===== src/rtl/pipeline_ctrl_pkg.sv =====
// Shared pipeline-control types and constants for the EX-stage hazard sequencer.
// Holds the sequencer state encoding and register-file index definitions.
package pipeline_ctrl_pkg;

    localparam int unsigned REG_IDX_W = 5;
    localparam logic [REG_IDX_W-1:0] REG_X0 = 5'd0;

    typedef enum logic [0:0] {
        RUN     = 1'b0,
        MD_WAIT = 1'b1
    } hz_state_e;

    // A source only creates a dependency when it is actually read and names the producer.
    function automatic logic src_dep(input logic used,
                                     input logic [REG_IDX_W-1:0] src,
                                     input logic [REG_IDX_W-1:0] dst);
        return used && (src == dst);
    endfunction

endpackage


===== src/rtl/hazard_ctrl_unit_if.sv =====
// Hazard-control bundle between the pipeline datapath (master) and the hazard unit (slave).
// Carries ID/EX hazard sources in one direction, stall/flush controls and counters in the other.
interface hazard_ctrl_unit_if
    import pipeline_ctrl_pkg::*;
#(
    parameter int unsigned CNT_W = 16
) ();

    logic [REG_IDX_W-1:0] rs1_id;
    logic [REG_IDX_W-1:0] rs2_id;
    logic                 rs1_used_id;
    logic                 rs2_used_id;
    logic [REG_IDX_W-1:0] rd_ex;
    logic                 mem_read_ex;
    logic                 md_op_ex;
    logic                 branch_taken_ex;

    logic                 pc_write;
    logic                 if_id_write;
    logic                 if_id_flush;
    logic                 id_ex_flush;
    logic                 ex_hold;
    logic                 md_busy;
    logic [CNT_W-1:0]     stall_cycles;
    logic [CNT_W-1:0]     flush_events;

    modport slave (
        input  rs1_id, rs2_id, rs1_used_id, rs2_used_id,
        input  rd_ex, mem_read_ex, md_op_ex, branch_taken_ex,
        output pc_write, if_id_write, if_id_flush, id_ex_flush,
        output ex_hold, md_busy, stall_cycles, flush_events
    );

    modport master (
        output rs1_id, rs2_id, rs1_used_id, rs2_used_id,
        output rd_ex, mem_read_ex, md_op_ex, branch_taken_ex,
        input  pc_write, if_id_write, if_id_flush, id_ex_flush,
        input  ex_hold, md_busy, stall_cycles, flush_events
    );

endinterface


===== src/rtl/sat_counter.sv =====
// Saturating up-counter used for pipeline performance statistics.
// Holds at all-ones instead of wrapping so long runs never under-report.
module sat_counter #(
    parameter int unsigned W = 16
) (
    input  logic         clk,
    input  logic         arst,
    input  logic         inc,
    output logic [W-1:0] count
);

    localparam logic [W-1:0] ONE = W'(1'b1);

    logic [W-1:0] count_r;

    // Count register: advance on inc until all-ones, then hold.
    always_ff @(posedge clk or posedge arst) begin
        if (arst) begin
            count_r <= '0;
        end else if (inc && (count_r != '1)) begin
            count_r <= count_r + ONE;
        end else begin
            count_r <= count_r;
        end
    end

    assign count = count_r;

endmodule


===== src/rtl/hazard_ctrl_unit.sv =====
// Stall/flush sequencer for the EX stage: load-use bubbles, fixed-latency mul/div
// occupancy and taken-branch squashes, plus stall and flush performance counters.
module hazard_ctrl_unit
    import pipeline_ctrl_pkg::*;
#(
    parameter int unsigned MD_LATENCY = 8,
    parameter int unsigned CNT_W      = 16
) (
    input  logic             clk,
    input  logic             arst,
    hazard_ctrl_unit_if.slave hz
);

    localparam int unsigned MD_CNT_W = (MD_LATENCY > 2) ? $clog2(MD_LATENCY) : 1;
    localparam logic [MD_CNT_W-1:0] MD_LOAD = MD_CNT_W'(MD_LATENCY - 2);
    localparam logic [MD_CNT_W-1:0] MD_ONE  = MD_CNT_W'(1'b1);

    hz_state_e           state_r;
    hz_state_e           state_nxt_s;
    logic [MD_CNT_W-1:0] md_cnt_r;
    logic [MD_CNT_W-1:0] md_cnt_nxt_s;

    logic load_use_s;
    logic pc_write_s;
    logic if_id_write_s;
    logic if_id_flush_s;
    logic id_ex_flush_s;
    logic ex_hold_s;
    logic md_busy_s;

    assign load_use_s = hz.mem_read_ex && (hz.rd_ex != REG_X0) &&
                        (src_dep(hz.rs1_used_id, hz.rs1_id, hz.rd_ex) ||
                         src_dep(hz.rs2_used_id, hz.rs2_id, hz.rd_ex));

    // State and mul/div countdown registers.
    always_ff @(posedge clk or posedge arst) begin
        if (arst) begin
            state_r  <= RUN;
            md_cnt_r <= '0;
        end else begin
            state_r  <= state_nxt_s;
            md_cnt_r <= md_cnt_nxt_s;
        end
    end

    // Next-state logic; a branch in EX squashes a mul/div before it can occupy EX.
    always_comb begin
        state_nxt_s  = state_r;
        md_cnt_nxt_s = md_cnt_r;
        case (state_r)
            RUN: begin
                if (hz.branch_taken_ex) begin
                    state_nxt_s = RUN;
                end else if (hz.md_op_ex) begin
                    state_nxt_s  = MD_WAIT;
                    md_cnt_nxt_s = MD_LOAD;
                end else begin
                    state_nxt_s = RUN;
                end
            end
            MD_WAIT: begin
                if (md_cnt_r != '0) begin
                    md_cnt_nxt_s = md_cnt_r - MD_ONE;
                end else begin
                    state_nxt_s = RUN;
                end
            end
            default: begin
                state_nxt_s  = RUN;
                md_cnt_nxt_s = '0;
            end
        endcase
    end

    // Output decode; in MD_WAIT the frozen ID stage and the held mul/div make branch
    // and load-use inputs irrelevant, and the zero-count cycle releases EX.
    always_comb begin
        pc_write_s    = 1'b1;
        if_id_write_s = 1'b1;
        if_id_flush_s = 1'b0;
        id_ex_flush_s = 1'b0;
        ex_hold_s     = 1'b0;
        md_busy_s     = 1'b0;
        case (state_r)
            RUN: begin
                if (hz.branch_taken_ex) begin
                    if_id_flush_s = 1'b1;
                    id_ex_flush_s = 1'b1;
                end else if (hz.md_op_ex) begin
                    pc_write_s    = 1'b0;
                    if_id_write_s = 1'b0;
                    ex_hold_s     = 1'b1;
                end else if (load_use_s) begin
                    pc_write_s    = 1'b0;
                    if_id_write_s = 1'b0;
                    id_ex_flush_s = 1'b1;
                end else begin
                    pc_write_s = 1'b1;
                end
            end
            MD_WAIT: begin
                md_busy_s = 1'b1;
                if (md_cnt_r != '0) begin
                    pc_write_s    = 1'b0;
                    if_id_write_s = 1'b0;
                    ex_hold_s     = 1'b1;
                end else begin
                    pc_write_s = 1'b1;
                end
            end
            default: begin
                pc_write_s = 1'b1;
            end
        endcase
    end

    assign hz.pc_write    = pc_write_s;
    assign hz.if_id_write = if_id_write_s;
    assign hz.if_id_flush = if_id_flush_s;
    assign hz.id_ex_flush = id_ex_flush_s;
    assign hz.ex_hold     = ex_hold_s;
    assign hz.md_busy     = md_busy_s;

    sat_counter #(.W(CNT_W)) u_stall_cnt (
        .clk   (clk),
        .arst  (arst),
        .inc   (~pc_write_s),
        .count (hz.stall_cycles)
    );

    sat_counter #(.W(CNT_W)) u_flush_cnt (
        .clk   (clk),
        .arst  (arst),
        .inc   (if_id_flush_s),
        .count (hz.flush_events)
    );

endmodule


===== src/flat_wrapper.sv =====
// flat-port wrapper written by rule: the top's interface ports become plain ports
module hazard_ctrl_unit_flat import pipeline_ctrl_pkg::*;
#(
    parameter int unsigned MD_LATENCY = 8,
    parameter int unsigned CNT_W      = 16
)
  (clk, arst, hz_rs1_id, hz_rs2_id, hz_rs1_used_id, hz_rs2_used_id, hz_rd_ex, hz_mem_read_ex, hz_md_op_ex, hz_branch_taken_ex, hz_pc_write, hz_if_id_write, hz_if_id_flush, hz_id_ex_flush, hz_ex_hold, hz_md_busy, hz_stall_cycles, hz_flush_events);
  hazard_ctrl_unit_if #(.CNT_W(CNT_W)) hz_i ();
  input  logic clk;
  input  logic arst;
  input wire logic [$bits(hz_i.rs1_id)-1:0] hz_rs1_id;
  input wire logic [$bits(hz_i.rs2_id)-1:0] hz_rs2_id;
  input wire logic [$bits(hz_i.rs1_used_id)-1:0] hz_rs1_used_id;
  input wire logic [$bits(hz_i.rs2_used_id)-1:0] hz_rs2_used_id;
  input wire logic [$bits(hz_i.rd_ex)-1:0] hz_rd_ex;
  input wire logic [$bits(hz_i.mem_read_ex)-1:0] hz_mem_read_ex;
  input wire logic [$bits(hz_i.md_op_ex)-1:0] hz_md_op_ex;
  input wire logic [$bits(hz_i.branch_taken_ex)-1:0] hz_branch_taken_ex;
  output wire logic [$bits(hz_i.pc_write)-1:0] hz_pc_write;
  output wire logic [$bits(hz_i.if_id_write)-1:0] hz_if_id_write;
  output wire logic [$bits(hz_i.if_id_flush)-1:0] hz_if_id_flush;
  output wire logic [$bits(hz_i.id_ex_flush)-1:0] hz_id_ex_flush;
  output wire logic [$bits(hz_i.ex_hold)-1:0] hz_ex_hold;
  output wire logic [$bits(hz_i.md_busy)-1:0] hz_md_busy;
  output wire logic [$bits(hz_i.stall_cycles)-1:0] hz_stall_cycles;
  output wire logic [$bits(hz_i.flush_events)-1:0] hz_flush_events;
  assign hz_i.rs1_id = hz_rs1_id;
  assign hz_i.rs2_id = hz_rs2_id;
  assign hz_i.rs1_used_id = hz_rs1_used_id;
  assign hz_i.rs2_used_id = hz_rs2_used_id;
  assign hz_i.rd_ex = hz_rd_ex;
  assign hz_i.mem_read_ex = hz_mem_read_ex;
  assign hz_i.md_op_ex = hz_md_op_ex;
  assign hz_i.branch_taken_ex = hz_branch_taken_ex;
  assign hz_pc_write = hz_i.pc_write;
  assign hz_if_id_write = hz_i.if_id_write;
  assign hz_if_id_flush = hz_i.if_id_flush;
  assign hz_id_ex_flush = hz_i.id_ex_flush;
  assign hz_ex_hold = hz_i.ex_hold;
  assign hz_md_busy = hz_i.md_busy;
  assign hz_stall_cycles = hz_i.stall_cycles;
  assign hz_flush_events = hz_i.flush_events;
  hazard_ctrl_unit #(.MD_LATENCY(MD_LATENCY), .CNT_W(CNT_W)) u_core (.clk(clk), .arst(arst), .hz(hz_i));
endmodule

===== config.mk =====
export PLATFORM = sky130hd
export DESIGN_NAME = hazard_ctrl_unit_flat
export DESIGN_NICKNAME = d
export VERILOG_FILES = /design/src/rtl/pipeline_ctrl_pkg.sv /design/src/rtl/hazard_ctrl_unit_if.sv /design/src/rtl/sat_counter.sv /design/src/rtl/hazard_ctrl_unit.sv /design/src/flat_wrapper.sv
export SDC_FILE = /design/constraint.sdc
export NUM_CORES = 1
export LEC_CHECK = 0
export ABC_CLOCK_PERIOD_IN_PS = 5100
export CAP_MARGIN = 5
export CORE_ASPECT_RATIO = 1.25
export CORE_MARGIN = 5
export CORE_UTILIZATION = 40
export DETAILED_ROUTE_END_ITERATION = 7
export PLACE_DENSITY = 0.69
export SKIP_CTS_REPAIR_TIMING = 1
export SYNTH_ARGS = -nofsm -noshare
export SYNTH_HDL_FRONTEND = slang
export SYNTH_SLANG_ARGS = --single-unit

===== constraint.sdc =====
create_clock -name clk -period 5.1 [get_ports clk]
set_input_delay 1.275 -clock clk [delete_from_list [all_inputs] [get_ports clk]]
set_output_delay 1.275 -clock clk [all_outputs]
set_load 0.02 [all_outputs]

# --- Yosys cells after proc, flatten, opt, wreduce, memory -nomap -nowiden ---
# Index checks and enable logic that the tools add are counted.
op_classes:
  n_addsub: 3
  n_eq_ne: 7
  n_mux: 20
  bitwise_logic: 2
  n_reduce_logical: 10
ops:
  columns: ["operator", "n"]
  rows:
  - ["$add 16x1->16 const B", 2]
  - ["$ne 16x16->1 const B", 2]
  - ["$mux 1", 14]
  - ["$eq 5x5->1", 2]
  - ["$mux 3", 3]
  - ["$logic_and 1x1->1", 6]
  - ["$ne 2x2->1 const B", 3]
  - ["$pmux 3 s2", 1]
  - ["$reduce_bool 5->1", 1]
  - ["$pmux 1 s2", 2]
  - ["$reduce_and 3->1", 1]
  - ["$reduce_bool 3->1", 1]
  - ["$sub 3x1->3 const B", 1]
  - ["$not 1->1", 2]
  - ["$logic_or 1x1->1", 1]
word_totals:
  regBits: 36
  inputBits: 22
  wordCells: 46

# --- Depth between registers and ports, before layout ---
logic_depth:
  ltp_word: 10
  mapped_depth: 9
  depth_no_buf: 8

# --- By module ---
# Synthesis repeated with hierarchy kept, for this count alone.
hier_totals:
  cells_unflattened: 186
  hier_area_um2: 1998.2
by_module_without_submodules:
  columns: ["module", "n_inst", "cells_each", "area_per_inst_um2", "seq_area_each_um2"]
  rows:
  - ["sat_counter", 2, 71, 805.8, 400.4]
  - ["hazard_ctrl_unit", 1, 44, 386.6, 100.1]

# --- Least setup slack after synthesis ---
# OpenSTA, ideal clock, no wires.
synth_timing:
  path_kind: "input -> output"
  from: "input hz_rd_ex[0]"
  to: "output hz_pc_write"
  arrival_time_ns: 2.704
  t_required_ns: 3.825
  slack_ns: 1.121
  cell_stages: 7
  path_buffers: 2
  path_cell_list: "or4_1 > o21ai_0 > or3_1 > o21bai_4 > buf_4 > inv_1 > buf_4"
synth_between:
  elab_chain_cells: 8
  word_cells_on_any_way: 12
  cone_classes: "eq/ne: 2; mux: 4; reduce/logical: 6"
synth_lines:
  columns: ["item", "line_no", "source"]
  rows:
  - ["from (decl)", "flat_wrapper.sv:15", "input wire logic [$bits(hz_i.rd_ex)-1:0] hz_rd_ex;"]
  - ["$eq 5x5->1", "pipeline_ctrl_pkg.sv:17", "return used && (src == dst);"]
  - ["$logic_and 1x1->1", "pipeline_ctrl_pkg.sv:17", null]
  - ["$logic_or 1x1->1", "hazard_ctrl_unit.sv:32", "(src_dep(hz.rs1_used_id, hz.rs1_id, hz.rd_ex) ||"]
  - ["$logic_and 1x1->1 *", "hazard_ctrl_unit.sv:31", "assign load_use_s = hz.mem_read_ex && (hz.rd_ex != REG_X0) &&"]
  - ["$mux 1 * (3 in series)", null, null]
  - ["$pmux 1 s2 *", null, null]
  - ["to (decl)", "flat_wrapper.sv:19", "output wire logic [$bits(hz_i.pc_write)-1:0] hz_pc_write;"]
# Every way passes the cells marked *; elsewhere a longest branch is shown, timed or not.

# --- Worst setup path after layout ---
layout_timing:
  from: "input hz_rd_ex[0]"
  to: "output hz_pc_write"
layout_between:
  elab_chain_cells: 8
  word_cells_on_any_way: 12
  cone_classes: "eq/ne: 2; mux: 4; reduce/logical: 6"
layout_lines:
  columns: ["item", "line_no", "source"]
  rows:
  - ["$eq 5x5->1", "pipeline_ctrl_pkg.sv:17", null]
  - ["$logic_and 1x1->1", "pipeline_ctrl_pkg.sv:17", null]
  - ["$logic_or 1x1->1", "hazard_ctrl_unit.sv:32", null]
  - ["$logic_and 1x1->1 *", "hazard_ctrl_unit.sv:31", null]
  - ["$mux 1 *", "hazard_ctrl_unit.sv:93", "end else if (load_use_s) begin"]
  - ["$mux 1 *", "hazard_ctrl_unit.sv:89", "end else if (hz.md_op_ex) begin"]
  - ["$mux 1 *", "hazard_ctrl_unit.sv:86", "if (hz.branch_taken_ex) begin"]
  - ["$pmux 1 s2 *", "hazard_ctrl_unit.sv:84", "case (state_r)"]
# Marks and branches as above.

==> results.json <==
{
  "outcome": "complete, no violations",
  "die_area_um2": 6250,
  "min_period_over_period_pct": 92.4,
  "path_buf_inv": 3,
  "hp-class": "reg2reg",
  "clk_pin_slew_ns": 0.07,
  "fin_setup_tns_ns": 0,
  "grt_pass1_wl_um": 6940,
  "drcViolationCount": 0,
  "p_int_mw": 0.699,
  "relSlewSlack_pct": 68.8,
  "dpl.cell_count": 297,
  "synth_cell_types": 32,
  "synthToLayoutAreaGrowth_pct": 38.7,
  "dp_slack_ns": 0.379,
  "fmax_mhz": 212,
  "drive_gt1_share_pct": 8.98,
  "viasPerCell": 4.93,
  "synth-edff-count": 0,
  "antenna_cells": 0,
  "async_flop_share_pct": 100,
  "cts-root-buf": "clkbuf_8",
  "path_delay_family": "buffers and inverters",
  "hold_viol": 0,
  "hold_end": "u_core.md_cnt_r[0]$_DFFE_PP0P_",
  "register_area_um2": 901,
  "critical_path.slowest_cell": "clkdlybuf4s50_1",
  "cellLeakagePower_nw": 1.11,
  "cts_buffer_depth": 2,
  "crit_arrival_ns": 3.44,
  "dpl.hpwl_um": 3170,
  "critPathCaptureType": "output pin",
  "finClkSkew_ns": 0.0119,
  "path_max_fanout": 3,
  "antenna_found_initial": 0,
  "avgRoutedWirePerCell_um": 13.3,
  "die_w_um": 71.7,
  "p_switching_mw": 0.411,
  "netlist_area_um2": 1900,
  "nNetsFinal": 270,
  "synth_flop_cell": "dfrtp_1",
  "cp-start-kind": "input port",
  "p_clk_share_pct": 18.8,
  "worst_slew_pin_slew_ns": 0.469,
  "path_cells": "clkdlybuf4s50_1 -> or4_1 -> o21ai_0 -> or3_1 -> o21bai_4 -> inv_1 -> clkdlybuf4s50_1",
  "initial_utilization_pct": 40.6,
  "place.gp.congestion": 0.759,
  "fillers": 434,
  "holdPathStages": 1,
  "setup_viol": 0,
  "clk_latency_ns": 0.29,
  "synth_fp_nets": 207,
  "drt_wl_total_um": 4070,
  "core_area_um2": 4690,
  "reg2regPathDepth": 6,
  "fin_crit_ns": 4.71,
  "power-per-cell-area_nw_per_um2": 420,
  "maxCapViolCount": 0,
  "cp_data_required_time_ns": 3.83,
  "r2r-start": "u_core.u_stall_cnt.count[6]$_DFFE_PP0P_",
  "track_usage_pct": 14.1,
  "final-instance-count-excl-fill": 305,
  "fin_hold_ws_ns": 0.476,
  "htreeDepth": 2,
  "crit_top_cell": "clkdlybuf4s50_1",
  "grt_pass1_vias": 1492,
  "p_sw_share_pct": 37.0,
  "cts_sinks": 36,
  "finalPower_mw": 1.11,
  "cpPeakStageDelay_ns": 0.60,
  "syn_inst": 181,
  "rsz0062_at_grt": "no",
  "worstHoldStart": "u_core.md_cnt_r[0]$_DFFE_PP0P_",
  "ir_worst_vdd_mv": 0.299,
  "grt_start_max_net_pins": 37,
  "numCtsBuffers": 5,
  "rr_endpoint": "u_core.u_stall_cnt.count[1]$_DFFE_PP0P_",
  "rrSetupSlack_ns": 2.91,
  "ant_nets": 0,
  "row_count": 28,
  "power_frac_comb_pct": 42.9,
  "drtIter0Drc": 93,
  "final_max_slew_viol_count": 0,
  "pwr-share-seq_pct": 38.3,
  "avgSynthCellArea_um2": 10.5,
  "first_pass_iters": 4,
  "multiInputGateArea_um2": 941,
  "ys_ff_latch": 36,
  "cts_tree": "built",
  "criticalPathCategory": "in2out",
  "yosysWarnings": 0,
  "via_count": 1505,
  "grt-ovfl-total": 0,
  "yosysSeqAreaShare_pct": 47.3,
  "dieHeight_um": 87.1,
  "fin_ws_ns": 0.385,
  "pin_count": 60,
  "io_buffers": 59
}
-- worst register-to-register path, delay by kind of cell (launching register included) --
kind             cells  cell delay, ns
DFF                  1            0.43
muxes                1            0.34
and+or+nand+nor      5            1.31
-- cell families after synthesis --
family / count (synthesis) / share of synthesized area [%]
buffers and inverters: 12 / 3.29
flip-flops: 36 / 47.3
adder cells (fa/ha/maj): 4 / 2.63
multiplexers: 4 / 2.30
AND/OR/NAND/NOR: 79 / 23.1
XOR/XNOR: 39 / 17.9
AO/OA/AOI/OAI: 7 / 3.42
-- metal layers --
| layer | up-vias | track usage, % | wire length (um) |
|---|---|---|---|
| met5 | - | 0 | 0 |
| met4 | 0 | 4.62 | 54 |
| met3 | 7 | 3.81 | 196 |
| met2 | 31 | 23.2 | 2050 |
| met1 | 722 | 18.1 | 1760 |
| li1 | 745 | - | - |
-- synth_stat cells, drive strengths merged, types with 2 or more instances --
master,n,area (um2)
dfrtp,36,901
xnor2,29,254
nand3,21,115
and3,16,110
nand2,11,41.3
xor2,10,87.6
nand4,8,50.1
inv,7,26.3
nor2,7,26.3
and2,5,31.3
buf,5,36.3
ha,4,50.1
mux2,3,33.8
nor3,3,15.0
nor2b,2,12.5
nor4,2,12.5
o21ai,2,10.0
or3,2,12.5
-- power groups by stage --
stage | clock network [mW] | registers (mW) | logic, mW
3_5_place_dp | 0 | 0.429 | 0.482
6_report | 0.209 | 0.425 | 0.476
4_1_cts | 0.215 | 0.425 | 0.485
2_1_floorplan | 0 | 0.482 | 0.223
3_3_place_gp | 0 | 0.429 | 0.477
5_1_grt | 0.226 | 0.438 | 0.520
-- stage by stage --
step / instance area (um2) / utilization, %
finish: 2640 / 56.3
global route: 2640 / 56.3
CTS: 2640 / 56.3
detailed placement: 2550 / 54.3
global placement: 2550 / 54.3
floorplan: 1900 / -
-- how the worst max path moves through the flow --
| stage | cells past startpoint | startpoint | to |
|---|---|---|---|
| finish | 7 | hz_rd_ex[0] | hz_pc_write |
| global route | 7 | hz_rd_ex[0] | hz_pc_write |
| CTS | 7 | hz_rd_ex[0] | hz_pc_write |
| detailed placement | 7 | hz_rd_ex[0] | hz_pc_write |
| global placement | 7 | hz_rd_ex[0] | hz_pc_write |
| floorplan | 7 | hz_rd_ex[0] | hz_pc_write |
-- final cells by class --
type	count	area share, %
Clock buffer	6	3.13
Clock inverter	2	0.379
Inverter	7	0.995
Multi-Input combinational cell	133	35.6
Sequential cell	36	34.1
Tap cell	60	2.84
Timing Repair Buffer	61	22.9
-- sequential cells by signal (all words and copies together), names as in the netlist --
name                      flops
u_core.md_cnt_r               3
u_core.u_stall_cnt.count     16
u_core.u_flush_cnt.count     16
u_core.state_r                1
-- cells in the final DEF, fill, tap and decap left out, drive strengths merged --
master / netlist / routed
xnor2: 29 / 29
ha: 4 / 4
buf: 5 / 2
nor3: 3 / 3
xor2: 10 / 10
o21bai: 1 / 1
nor4: 2 / 2
a31oi: 1 / 1
a32oi: 1 / 1
or4: 1 / 1
clkinv: 0 / 2
inv: 7 / 7
mux2: 3 / 3
nor2b: 2 / 2
dfrtp: 36 / 36
clkbuf: 0 / 6
o21ai: 2 / 2
a41oi: 1 / 1
a21oi: 1 / 1
clkdlybuf4s50: 0 / 59
nand4: 8 / 8
and3: 16 / 16
nand2b: 1 / 1
nor2: 7 / 7
nand3: 21 / 21
nand2: 11 / 11
and2: 5 / 5
mux2i: 1 / 1
or3: 2 / 2
(Power assumes the default switching activity.)
